File: src/rtl/pipe_pkg.sv
// Shared definitions for CPU pipeline stage registers.
//   state_e             : occupancy of a skid-buffered stage (EMPTY/BUSY/FULL)
//   CTRL_BUBBLE_DEFAULT : control word that fires no downstream write enable
//   <STAGE>_DATA_W/_CTRL_W : standard payload widths per pipeline boundary
package pipe_pkg;

  typedef enum logic [1:0] {
    EMPTY = 2'd0,
    BUSY  = 2'd1,
    FULL  = 2'd2
  } state_e;

  localparam int unsigned CTRL_BUBBLE_DEFAULT = 0;
  localparam int unsigned STALL_CNT_W         = 16;

  // IF/ID: PC + instruction
  localparam int unsigned IFID_DATA_W  = 64;
  localparam int unsigned IFID_CTRL_W  = 1;
  // ID/EX: PC + two operands + immediate
  localparam int unsigned IDEX_DATA_W  = 128;
  localparam int unsigned IDEX_CTRL_W  = 25;
  // EX/MEM: PC + ALU result + store data
  localparam int unsigned EXMEM_DATA_W = 96;
  localparam int unsigned EXMEM_CTRL_W = 25;
  // MEM/WB: load/ALU result + destination register
  localparam int unsigned MEMWB_DATA_W = 69;
  localparam int unsigned MEMWB_CTRL_W = 2;

  // Number of entries held in a given state.
  function automatic logic [1:0] state_count(input state_e s);
    case (s)
      BUSY:    state_count = 2'd1;
      FULL:    state_count = 2'd2;
      default: state_count = 2'd0;
    endcase
  endfunction

endpackage

File: src/rtl/sat_counter.sv
// Saturating event counter; sticks at all-ones until RESET.
//   CLK   : clock
//   RESET : synchronous active-high clear
//   inc   : count this cycle
//   count : current value (registered)
module sat_counter #(
  parameter int unsigned CNT_W = 16
) (
  input  logic             CLK,
  input  logic             RESET,
  input  logic             inc,
  output logic [CNT_W-1:0] count
);

  logic [CNT_W-1:0] r_count;

  always_ff @(posedge CLK) begin
    if (RESET) begin
      r_count <= '0;
    end else if (inc && (r_count != {CNT_W{1'b1}})) begin
      r_count <= r_count + CNT_W'(1);
    end
  end

  assign count = r_count;

endmodule

File: src/rtl/pipe_skid_stage.sv
// Pipeline stage register with valid/ready handshake and one-entry skid buffer.
// O_READY comes straight from a register, so downstream back-pressure never
// reaches upstream combinationally.
//   CLK, RESET           : clock, synchronous active-high reset
//   I_VALID/I_DATA/I_CTRL: upstream entry;  O_READY: stage can accept
//   O_VALID/O_DATA/O_CTRL: head entry;      I_READY: downstream accepts
//   I_FLUSH              : squash everything held (and any same-cycle accept)
//   O_COUNT              : entries held (0..2)
//   O_STALL_CNT          : saturating count of cycles O_VALID & !I_READY
module pipe_skid_stage
  import pipe_pkg::*;
#(
  parameter int unsigned        DATA_W      = EXMEM_DATA_W,
  parameter int unsigned        CTRL_W      = EXMEM_CTRL_W,
  parameter logic [CTRL_W-1:0]  CTRL_BUBBLE = CTRL_W'(CTRL_BUBBLE_DEFAULT),
  parameter int unsigned        CNT_W       = STALL_CNT_W
) (
  input  logic              CLK,
  input  logic              RESET,
  input  logic              I_VALID,
  output logic              O_READY,
  input  logic [DATA_W-1:0] I_DATA,
  input  logic [CTRL_W-1:0] I_CTRL,
  input  logic              I_FLUSH,
  output logic              O_VALID,
  input  logic              I_READY,
  output logic [DATA_W-1:0] O_DATA,
  output logic [CTRL_W-1:0] O_CTRL,
  output logic [1:0]        O_COUNT,
  output logic [CNT_W-1:0]  O_STALL_CNT
);

  state_e              r_state;
  logic [DATA_W-1:0]   r_main_data;
  logic [CTRL_W-1:0]   r_main_ctrl;
  logic [DATA_W-1:0]   r_skid_data;
  logic [CTRL_W-1:0]   r_skid_ctrl;
  logic                r_valid;
  logic                r_ready;
  logic [1:0]          r_count;
  logic [CTRL_W-1:0]   r_o_ctrl;

  state_e              w_state_nxt;
  logic [DATA_W-1:0]   w_main_data_nxt;
  logic [CTRL_W-1:0]   w_main_ctrl_nxt;
  logic [DATA_W-1:0]   w_skid_data_nxt;
  logic [CTRL_W-1:0]   w_skid_ctrl_nxt;
  logic                w_valid_nxt;
  logic                w_ready_nxt;
  logic [1:0]          w_count_nxt;
  logic [CTRL_W-1:0]   w_o_ctrl_nxt;
  logic                w_in_fire;
  logic                w_out_fire;
  logic                w_stall;

  assign w_in_fire  = I_VALID & r_ready;
  assign w_out_fire = r_valid & I_READY;
  assign w_stall    = r_valid & ~I_READY;

  // Next-state and storage update; flush empties without touching data.
  always_comb begin
    w_state_nxt     = r_state;
    w_main_data_nxt = r_main_data;
    w_main_ctrl_nxt = r_main_ctrl;
    w_skid_data_nxt = r_skid_data;
    w_skid_ctrl_nxt = r_skid_ctrl;

    if (I_FLUSH) begin
      w_state_nxt = EMPTY;
    end else begin
      case (r_state)
        EMPTY: begin
          if (w_in_fire) begin
            w_main_data_nxt = I_DATA;
            w_main_ctrl_nxt = I_CTRL;
            w_state_nxt     = BUSY;
          end
        end
        BUSY: begin
          if (w_in_fire && w_out_fire) begin
            w_main_data_nxt = I_DATA;
            w_main_ctrl_nxt = I_CTRL;
          end else if (w_in_fire) begin
            w_skid_data_nxt = I_DATA;
            w_skid_ctrl_nxt = I_CTRL;
            w_state_nxt     = FULL;
          end else if (w_out_fire) begin
            w_state_nxt     = EMPTY;
          end
        end
        FULL: begin
          // O_READY is low here, so only the drain can happen.
          if (w_out_fire) begin
            w_main_data_nxt = r_skid_data;
            w_main_ctrl_nxt = r_skid_ctrl;
            w_state_nxt     = BUSY;
          end
        end
        default: begin
          w_state_nxt = EMPTY;
        end
      endcase
    end

    // Outputs are precomputed from the next state so they come out of flops.
    w_valid_nxt  = (w_state_nxt != EMPTY);
    w_ready_nxt  = (w_state_nxt != FULL);
    w_count_nxt  = state_count(w_state_nxt);
    w_o_ctrl_nxt = w_valid_nxt ? w_main_ctrl_nxt : CTRL_BUBBLE;
  end

  // State, storage and registered outputs.
  always_ff @(posedge CLK) begin
    if (RESET) begin
      r_state     <= EMPTY;
      r_main_data <= '0;
      r_main_ctrl <= CTRL_BUBBLE;
      r_skid_data <= '0;
      r_skid_ctrl <= '0;
      r_valid     <= 1'b0;
      r_ready     <= 1'b1;
      r_count     <= 2'd0;
      r_o_ctrl    <= CTRL_BUBBLE;
    end else begin
      r_state     <= w_state_nxt;
      r_main_data <= w_main_data_nxt;
      r_main_ctrl <= w_main_ctrl_nxt;
      r_skid_data <= w_skid_data_nxt;
      r_skid_ctrl <= w_skid_ctrl_nxt;
      r_valid     <= w_valid_nxt;
      r_ready     <= w_ready_nxt;
      r_count     <= w_count_nxt;
      r_o_ctrl    <= w_o_ctrl_nxt;
    end
  end

  sat_counter #(
    .CNT_W (CNT_W)
  ) u_stall_cnt (
    .CLK   (CLK),
    .RESET (RESET),
    .inc   (w_stall),
    .count (O_STALL_CNT)
  );

  assign O_READY = r_ready;
  assign O_VALID = r_valid;
  assign O_DATA  = r_main_data;
  assign O_CTRL  = r_o_ctrl;
  assign O_COUNT = r_count;

endmodule

File: config.mk
export PLATFORM = sky130hd
export DESIGN_NAME = pipe_skid_stage
export DESIGN_NICKNAME = d
export VERILOG_FILES = /design/src/rtl/pipe_pkg.sv /design/src/rtl/sat_counter.sv /design/src/rtl/pipe_skid_stage.sv
export SDC_FILE = /design/constraint.sdc
export NUM_CORES = 1
export LEC_CHECK = 0
export BUFFER_PORTS_ARGS = -buffer_cell sky130_fd_sc_hd__buf_2
export CORE_ASPECT_RATIO = 0.5
export CORE_MARGIN = 2
export CORE_UTILIZATION = 54
export CTS_CLUSTER_DIAMETER = 80
export CTS_CLUSTER_SIZE = 10
export DETAILED_ROUTE_END_ITERATION = 16
export PLACE_DENSITY = 0.84
export SYNTH_ARGS = -nofsm -noshare
export SYNTH_HDL_FRONTEND = slang
export SYNTH_SLANG_ARGS = --single-unit
File: constraint.sdc
create_clock -name CLK -period 2.2 [get_ports CLK]
set_input_delay 0.44 -clock CLK [delete_from_list [all_inputs] [get_ports CLK]]
set_output_delay 0.44 -clock CLK [all_outputs]
set_load 0.01 [all_outputs]
==> qor.yml <==
run_status:
  outcome: "complete, no violations"
sta:
  finalCriticalPeriod_ns: 1.99
  finClkSkew_ns: 0.0117
  slew_violations: 0
  holdWs_ns: 0.194
  hold_violations: 0
  fin_crit_sh_pct: 90.4
  setup_viol: 0
  relSlewSlack_pct: 66.0
  setup_tns_ns: 0
  fmax_mhz: 503
  worst_pin_slew_ns: 0.506
  rsz0062_at_grt: "false"
  fin_ws_ns: 0.211
synth:
  synthFlopType: "dfxtp_1"
  synth_edf_count: 0
  syn_area_per_cell_um2: 8.26
  syn_inst: 1382
  ys_ff_latch: 289
  synth_most_common_cell: "nand2_1"
  synth_top_cells_by_count: "465 x nand2_1, 289 x dfxtp_1, 182 x a21oi_1, 105 x nor2_1, 62 x a311oi_1"
  async_reset_ff_share_pct: 0
  yosys_warnings: 0
  synth_fa_ha_area_share_pct: 0.110
  synth.top_cell.area_share_pct: 50.7
  synthMuxAreaShare_pct: 0.482
  synth_area_leaders: "dfxtp_1 51%, nand2_1 15%, a21oi_1 8.0%"
  netlist_area_mm2: 0.0114
  synthesis.nets: 1509
  synth_top_family_by_area: "compound AO/OA/AOI/OAI gates"
  synthSimpleGateAreaFrac_pct: 21.2
  yosys.area.top_type: "dfxtp_1"
  synthXorXnorAreaFrac_pct: 0.0767
  synth_compound_area_share_pct: 22.2
  yosysUniqueCellTypes: 48
  ys_seq_area_share_pct: 50.7
flow_run:
  max_cap_viol_count: 0
layout:
  post-route-cell-area_mm2: 0.0138
  nets: 1719
  drive_gt1_share_pct: 23.7
  area_growth_pct: 21.2
  register_area_mm2: 0.00579
  fillers: 1636
  multi_input_area_mm2: 0.00507
power:
  p_per_area_mw_per_mm2: 831
  ir_worst_vdd_v: 0.000584
  total_power_uw: 11500
  p_leak_uw: 0.00548
global_routing:
  grt_pass1_vias: 9729
  grt_pass1_wl_um: 47900
  grt_antenna_before_repair: 3
  grt_overflow_total: 0
  grt_use_total_pct: 26.0
  grt_max_degree: 100
worst_setup_path:
  worstPathArrival_ns: 2.37
  r2r_cells: 5
  crit_fanout: 5
  critPathBufInv: 0
  start_kind: "register"
  path_cells: "ha_1 -> nand4_2 -> or3_1 -> nor4_1 -> mux2_2"
  r2r-start: "u_stall_cnt.count[0]"
  cp_slowest_cell: "or3_1"
  end_kind: "register"
  cpPeakStageDelay_ns: 0.40
  cp_top_family: "simple AND/OR/NAND/NOR gates"
  worstPathRequired_ns: 2.58
  rr_endpoint: "u_stall_cnt.count[14]"
  crit_type: "reg -> reg"
  reg2reg_slack_ns: 0.21
cts:
  clockBufferDepth: 3
  clk_latency_ns: 0.49
  cts_tree: "done"
  post_cts_resized: 0
  cts_hold_buffers: 0
  clockRootBuffer: "clkbuf_16"
  cts.htree.levels: 2
  clk_pin_slew_ns: 0.06
  cts_buffers: 34
  post_cts_buffers: 0
  clkSinkCount: 289
routing:
  drt_iter0_drc: 1215
  wl_per_cell_um: 16.4
  dr.pass1.iters: 7
  drc_errors: 0
  vias: 10700
  vias_per_cell: 5.73
  antenna_left: 0
  wirelength_um: 30700
placement:
  pre_cts_slack_ns: 0.166
  place_area_mm2: 0.0129
  dpl.hpwl_um: 19600
  io_buffers: 266
  gp_congestion: 0.861
min_path:
  whs_endpoint: "r_skid_data[34]"
  hp-start: "I_DATA[34]"
  holdPathStages: 3
  min_path_type: "in -> reg"
die:
  pin_count: 267
  initial_core_util_pct: 55.3
  die_area_mm2: 0.0224
  core.rowCount: 37
  core_mm2: 0.0206
  die_h_um: 107
  fp.dieW_um: 210
## through the flow
step / instances / util [%]
6_report: 1870 / 67.0
3_3_place_gp: 1829 / 62.5
4_1_cts: 1867 / 67.0
2_1_floorplan: 1382 / -
5_1_grt: 1869 / 67.0
3_5_place_dp: 1829 / 62.5
## final cells by class
type	instances	area share, %
Antenna cell	3	0.0542
Tap cell	273	2.47
Clock buffer	38	6.72
Multi-Input combinational cell	970	36.6
Sequential cell	289	41.8
Inverter	8	0.217
Timing Repair Buffer	289	12.1
## power breakdown
group | leakage (µW) | total, µW | internal (µW) | switching (µW)
combinational | 0.00267 | 1090 | 430 | 656
sequential | 0.00235 | 5530 | 5430 | 96.3
clock | 0.000457 | 4890 | 2940 | 1950
total | 0.00548 | 11500 | 8810 | 2700
## kinds of logic after synthesis
logic type / Yosys count
AOI/OAI and AO/OA: 352
xor gates and xnor gates: 1
adders and majority gates: 1
buffers and inverters: 123
DFF: 289
muxes: 5
and+or+nand+nor: 611
## worst reg2reg max path: stages, from the launching register on
cell	delay, ns
dfxtp_1	0.39
ha_1	0.24
nand4_2	0.14
or3_1	0.40
nor4_1	0.34
mux2_2	0.37
## routing by layer
layer / GRT usage (%) / vias to the layer above / part of all wire, %
li1: - / 5147 / -
met1: 31.7 / 5077 / 41
met2: 44.7 / 409 / 49
met4: 11.0 / 0 / 3.4
met5: 0 / - / 0
met3: 6.03 / 82 / 6.6
## state kept, by name, indices dropped and copies added (netlist names)
register	cells
O_COUNT	2
O_CTRL	25
O_DATA	96
O_READY	1
O_VALID	1
r_main_ctrl	25
r_skid_ctrl	25
r_skid_data	96
r_state	2
u_stall_cnt.count	16
## how the worst max path moves through the flow
stage	cells past startpoint	endpoint	from	slack [ns]
after floorplan	5	u_stall_cnt.count[14]	u_stall_cnt.count[0]	0.26
after global placement	5	u_stall_cnt.count[14]	I_READY	0.21
after detailed placement	5	u_stall_cnt.count[14]	I_READY	0.17
after CTS	5	u_stall_cnt.count[14]	u_stall_cnt.count[0]	0.21
after global routing	5	u_stall_cnt.count[14]	u_stall_cnt.count[1]	0.08
final	5	u_stall_cnt.count[14]	u_stall_cnt.count[0]	0.21
## cell usage in the layout, fill, tap and decap left out, types with 3 or more instances in the layout
cell type and instances:
nand4_1 5, nor4_1 6, or3_1 7, a21oi_1 181, nor3_1 3, inv_1 8, nand2_1 465, a311oi_2 34
o21ai_0 27, o21ai_1 5, buf_2 265, nor2_1 105, buf_4 10, dfxtp_1 289, o21a_1 3, clkbuf_16 37
nor2b_1 5, a32o_1 25, mux2_2 4, diode_2 3, buf_12 13, a311oi_1 62
(Power assumes the default switching activity.)
